### src/rtl/object_reporter.sv
// Purpose : sweeps the labeller's per-label object table after a frame and streams
//           out one record per label whose area reaches the latched threshold.
// Latency : 2+READ_LATENCY cycles per skipped label, 3+READ_LATENCY per emitted label
//           (with rec_ready high); done pulses one cycle after the last label.
// Backpressure: a pending record holds rec_* stable and stalls the sweep until rec_ready.
//
// Ports:
//   clk, reset_n          clock, async active-low reset
//   start                 one-cycle pulse requesting a sweep (ignored while busy or on done)
//   num_labels, min_area  sweep bounds and area threshold, latched on an accepted start
//   obj_id -> obj_x/obj_y/obj_area   table lookup; data valid READ_LATENCY cycles after obj_id
//   rec_valid/rec_ready, rec_label/rec_x/rec_y/rec_area   output record stream
//   busy, done, obj_count sweep status; obj_count holds the last sweep's record count

module object_reporter #(
    parameter int WORD_SIZE    = 8,
    parameter int LOC_SIZE     = 10,
    parameter int OBJ_WIDTH    = 16,
    parameter int READ_LATENCY = 1
) (
    input  logic                 clk,
    input  logic                 reset_n,
    input  logic                 start,
    input  logic [WORD_SIZE-1:0] num_labels,
    input  logic [OBJ_WIDTH-1:0] min_area,
    output logic [WORD_SIZE-1:0] obj_id,
    input  logic [LOC_SIZE-1:0]  obj_x,
    input  logic [LOC_SIZE-1:0]  obj_y,
    input  logic [OBJ_WIDTH-1:0] obj_area,
    output logic                 rec_valid,
    input  logic                 rec_ready,
    output logic [WORD_SIZE-1:0] rec_label,
    output logic [LOC_SIZE-1:0]  rec_x,
    output logic [LOC_SIZE-1:0]  rec_y,
    output logic [OBJ_WIDTH-1:0] rec_area,
    output logic                 busy,
    output logic                 done,
    output logic [WORD_SIZE-1:0] obj_count
);

    // WAIT counts down from READ_LATENCY-1 to 0; the capture happens on the 0 cycle.
    localparam logic [1:0] WAIT_INIT = 2'(READ_LATENCY - 1);

    typedef enum logic [2:0] {
        S_IDLE,
        S_ISSUE,
        S_WAIT,
        S_EMIT,
        S_NEXT,
        S_DONE
    } state_t;

    state_t                 r_state;
    logic [WORD_SIZE-1:0]   r_last;
    logic [OBJ_WIDTH-1:0]   r_thr;
    logic [1:0]             r_wait_cnt;

    // A zero area means the label was merged away or never written; its centroid
    // came from a divide-by-zero, so it is never reported even with a zero threshold.
    logic w_keep;
    assign w_keep = (obj_area != '0) && (obj_area >= r_thr);

    // The done cycle is spent in IDLE, so a start there must be masked explicitly.
    logic w_start_ok;
    assign w_start_ok = start && !done;

    always_ff @(posedge clk or negedge reset_n) begin
        if (!reset_n) begin
            r_state    <= S_IDLE;
            r_last     <= '0;
            r_thr      <= '0;
            r_wait_cnt <= '0;
            obj_id     <= '0;
            rec_valid  <= 1'b0;
            rec_label  <= '0;
            rec_x      <= '0;
            rec_y      <= '0;
            rec_area   <= '0;
            busy       <= 1'b0;
            done       <= 1'b0;
            obj_count  <= '0;
        end else begin
            done <= 1'b0;
            case (r_state)
                S_IDLE: begin
                    if (w_start_ok) begin
                        r_last    <= num_labels - WORD_SIZE'(1);
                        r_thr     <= min_area;
                        obj_count <= '0;
                        busy      <= 1'b1;
                        // num_labels of 0 or 1 means no valid labels: go straight to DONE.
                        if (num_labels > WORD_SIZE'(1)) begin
                            obj_id  <= WORD_SIZE'(1);
                            r_state <= S_ISSUE;
                        end else begin
                            r_state <= S_DONE;
                        end
                    end
                end
                S_ISSUE: begin
                    r_wait_cnt <= WAIT_INIT;
                    r_state    <= S_WAIT;
                end
                S_WAIT: begin
                    if (r_wait_cnt == 2'd0) begin
                        rec_label <= obj_id;
                        rec_x     <= obj_x;
                        rec_y     <= obj_y;
                        rec_area  <= obj_area;
                        if (w_keep) begin
                            rec_valid <= 1'b1;
                            r_state   <= S_EMIT;
                        end else begin
                            r_state   <= S_NEXT;
                        end
                    end else begin
                        r_wait_cnt <= r_wait_cnt - 2'd1;
                    end
                end
                S_EMIT: begin
                    if (rec_ready) begin
                        rec_valid <= 1'b0;
                        if (obj_count != '1) begin
                            obj_count <= obj_count + WORD_SIZE'(1);
                        end
                        r_state <= S_NEXT;
                    end
                end
                S_NEXT: begin
                    // Compare before incrementing so obj_id never wraps past the last label.
                    if (obj_id == r_last) begin
                        r_state <= S_DONE;
                    end else begin
                        obj_id  <= obj_id + WORD_SIZE'(1);
                        r_state <= S_ISSUE;
                    end
                end
                S_DONE: begin
                    done    <= 1'b1;
                    busy    <= 1'b0;
                    obj_id  <= '0;
                    r_state <= S_IDLE;
                end
                default: r_state <= S_IDLE;
            endcase
        end
    end

endmodule

### config.mk
export PLATFORM = sky130hd
export DESIGN_NAME = object_reporter
export DESIGN_NICKNAME = d
export VERILOG_FILES = /design/src/rtl/object_reporter.sv
export SDC_FILE = /design/constraint.sdc
export NUM_CORES = 1
export LEC_CHECK = 0
export ABC_AREA = 1
export CAP_MARGIN = 20
export CELL_PAD_IN_SITES_DETAIL_PLACEMENT = 0
export CELL_PAD_IN_SITES_GLOBAL_PLACEMENT = 2
export CORE_MARGIN = 2
export CORE_UTILIZATION = 25
export CTS_BUF_LIST = sky130_fd_sc_hd__clkbuf_4 sky130_fd_sc_hd__clkbuf_8
export DETAILED_ROUTE_END_ITERATION = 12
export PLACE_DENSITY = 0.67
export SYNTH_ARGS = -nofsm -noshare
export SYNTH_HDL_FRONTEND = slang
export SYNTH_SLANG_ARGS = --single-unit
### constraint.sdc
create_clock -name clk -period 1.7 [get_ports clk]
set_clock_uncertainty 0.1 [all_clocks]
set_input_delay 0.17 -clock clk [delete_from_list [all_inputs] [get_ports clk]]
set_output_delay 0.17 -clock clk [all_outputs]
set_load 0.03 [all_outputs]
==> impl_metrics.json <==
{
  "relSlewSlack_pct": 75.6,
  "die-area_um2": 20500,
  "holdCritPathClass": "in2async",
  "synth_warnings": 0,
  "cts_max_level": 3,
  "status": "finished clean",
  "post-route-period-util_pct": 97.2,
  "r2r_end": "rec_y[2]",
  "cts_root_buffer": "clkbuf_8",
  "cp_max_fo": 8,
  "rsz0062_at_grt": "true",
  "start_kind": "primary input",
  "wirelength_mm": 14.1,
  "fin_nets": 784,
  "cts_buffer_depth": 2,
  "hold_viol": 0,
  "avgSynthCellArea_um2": 9.54,
  "grt_pass1_vias": 4220,
  "syn_inst": 507,
  "syn_to_final_growth_pct": 52.7,
  "ir_drop_mv": 0.499,
  "ys_types": 33,
  "antenna_found_initial": 0,
  "r2r-start": "r_state[1]",
  "drc": 0,
  "gp_congestion": 0.762,
  "crit_path_start": "num_labels[0]",
  "num_rows": 50,
  "ioPinCount": 127,
  "p_leak_nw": 3.64,
  "drtPass1Iterations": 4,
  "synth_seq_cells": 92,
  "dpl.hpwl_mm": 9.83,
  "fillers": 1910,
  "p_per_area_nw_per_um2": 1600,
  "core_um2": 18800,
  "drive_above_1_share_pct": 26.1,
  "tightest_slew_ns": 0.368,
  "die_x_um": 143,
  "n_antenna_cell": 0,
  "cts.sinks": 92,
  "r2r_cells": 7,
  "regToRegSetupSlack_ns": 0.05,
  "grt_max_degree": 51,
  "cp-endpoint": "obj_id[4]",
  "clock.fmax_mhz": 605,
  "clk_pin_slew_ns": 0.11,
  "initial_utilization_pct": 25.7,
  "numCtsBuffers": 9,
  "cts_tree": "built",
  "grt_pass1_wl_mm": 21.5,
  "crit_arrival_ns": 1.83,
  "dr_total_vias": 4126,
  "grt.overflow.total": 0,
  "clk_latency_ns": 0.38,
  "cap_viol_max_count": 0,
  "synth_nets": 592,
  "track_usage_pct": 13.4,
  "die_h_um": 143,
  "finalSetupViolCount": 0,
  "tns_ns": 0,
  "power_mw": 11.8,
  "synth-seq-area-share_pct": 47.6,
  "cp_data_required_time_ns": 1.88,
  "wl_per_cell_um": 14.6,
  "vias_per_cell": 4.28,
  "critPathKind": "in2reg",
  "finalCriticalPeriod_ns": 1.65,
  "drv_slew": 0,
  "port_buffers": 126,
  "cp-end-kind": "flip-flop",
  "synth_area_um2": 4840,
  "ant_nets": 0,
  "first_iter_violations": 98
}
[state kept, by name, indices dropped and copies added (netlist names)]
| name | flops |
|---|---|
| busy | 1 |
| done | 1 |
| obj_count | 8 |
| obj_id | 8 |
| r_last | 8 |
| r_state | 3 |
| r_thr | 16 |
| r_wait_cnt | 2 |
| rec_area | 16 |
| rec_label | 8 |
| rec_valid | 1 |
| rec_x | 10 |
| rec_y | 10 |
[worst min-delay path by stage]
stage               startpoint       end  depth (start not counted)
floorplan              reset_n      busy                          0
finish                 reset_n  r_thr[4]                          2
detailed placement     reset_n  r_thr[4]                          1
global placement       reset_n  r_thr[4]                          1
global route           reset_n  r_thr[4]                          2
CTS                    reset_n  r_thr[4]                          2
[metal layers]
layer  GRT usage [%]  part of all wire, %
met5               0                    0
met4            4.69                  1.4
met3            1.98                  4.1
met2            22.0                   47
met1            18.0                   47
[stage by stage]
stage	setup WS, ns	std cells	hold slack, ns	area, um2	util [%]
after floorplan	0.0160	507	-0.226	4840	-
after global placement	-0.377	935	-0.0104	6800	36.1
after detailed placement	-0.375	935	-0.000834	6800	36.1
after CTS	0.00382	953	0.103	6990	37.1
after global routing	-0.0354	964	0.114	7380	39.2
final	0.0474	964	0.110	7380	39.2
[layout make-up]
| class | instances | area (um2) | share of cell area, % |
|---|---|---|---|
| clock inverter | 7 | 90.1 | 1.22 |
| sequential | 92 | 2310 | 31.3 |
| multi-input combinational | 335 | 2410 | 32.7 |
| timing repair buffer | 193 | 1860 | 25.2 |
| inverter | 68 | 258 | 3.49 |
| tap | 260 | 325 | 4.41 |
| clock buffer | 9 | 124 | 1.68 |
[placed cells by master, fill, tap and decap left out, types with 5 or more instances in the layout]
cell type | Yosys | final
nand2_1 | 113 | 105
dfrtp_1 | 92 | 85
dlygate4sd2_1 | 0 | 63
clkdlybuf4s50_1 | 0 | 62
buf_4 | 0 | 54
inv_1 | 62 | 53
nor2_1 | 30 | 30
mux2_4 | 28 | 28
o21ai_0 | 25 | 24
o21ai_1 | 20 | 21
nand4_1 | 19 | 19
xor2_1 | 15 | 15
inv_2 | 6 | 14
ha_1 | 21 | 12
ha_4 | 0 | 9
clkbuf_8 | 0 | 9
nand2_2 | 3 | 8
nand3_1 | 11 | 7
dfrtp_2 | 0 | 7
a21oi_1 | 10 | 6
xnor2_1 | 7 | 6
buf_12 | 0 | 6
nor2_4 | 4 | 5
nand2_4 | 3 | 5
nor3_1 | 5 | 5
[synthesized netlist by cell type]
cell type    n  area (um2)
o21ai_1     20         100
nand2_2      3        18.8
nor2_1      30         113
nor4_1       3        18.8
nor3b_1      1        7.51
buf_6        7        78.8
nand2_1    113         424
nand4_4      1        21.3
nor2_4       4        45.0
mux2_2       2        22.5
ha_1        21         263
xor2_1      15         131
clkbuf_2     2        10.0
inv_1       62         233
inv_2        6        22.5
nor3_4       1        16.3
a21oi_1     10        50.1
nand3_1     11        55.1
nor3_2       1        10.0
o31ai_1      2        15.0
or2_2        2        12.5
nor3_1       5        25.0
buf_2        4        20.0
mux2_4      28         420
nand2_4      3        33.8
nor2_2       3        18.8
dfrtp_1     92        2300
o31ai_2      1        12.5
o21ai_0     25         125
a31oi_1      2        12.5
nand4_1     19         119
nand3_4      1        17.5
xnor2_1      7        61.3
[critical path, cell delays in order]
cell and delay, ns:
clkdlybuf4s50_1 0.48, inv_1 0.06, ha_1 0.20, or2_2 0.31, nand3_2 0.07, nor4_2 0.05
nor2_2 0.19, nand3_4 0.15, nand2_1 0.10, nand2_1 0.05
[kinds of logic (layout without fill, tap and decap cells)]
group / Yosys count / count (layout) / share of synthesized area [%]
flip-flops: 92 / 92 / 47.6
XOR/XNOR: 22 / 22 / 3.98
AND/OR/NAND/NOR: 201 / 202 / 19.8
AO/OA/AOI/OAI: 60 / 60 / 6.52
buffers and inverters: 81 / 277 / 7.53
multiplexers: 30 / 30 / 9.16
adder cells (fa/ha/maj): 21 / 21 / 5.43
[report_power, final]
part	switching (mW)	leakage (nW)	internal, mW
clock	0.954	0.110	0.725
sequential	0.495	1.14	3.02
combinational	3.62	2.39	2.97
[what timing repair did]
item / in CTS / in global routing
gates cloned: 1 / 5
pin swaps: 1 / 16
setup endpoints to repair: 66 / 47
resized for setup: 66 / 52
endpoints found under the hold margin: 92 / 0
buffers inserted: 0 / 7
hold buffers: 1 / 0
Note: power is estimated with default switching activity, not from simulation.
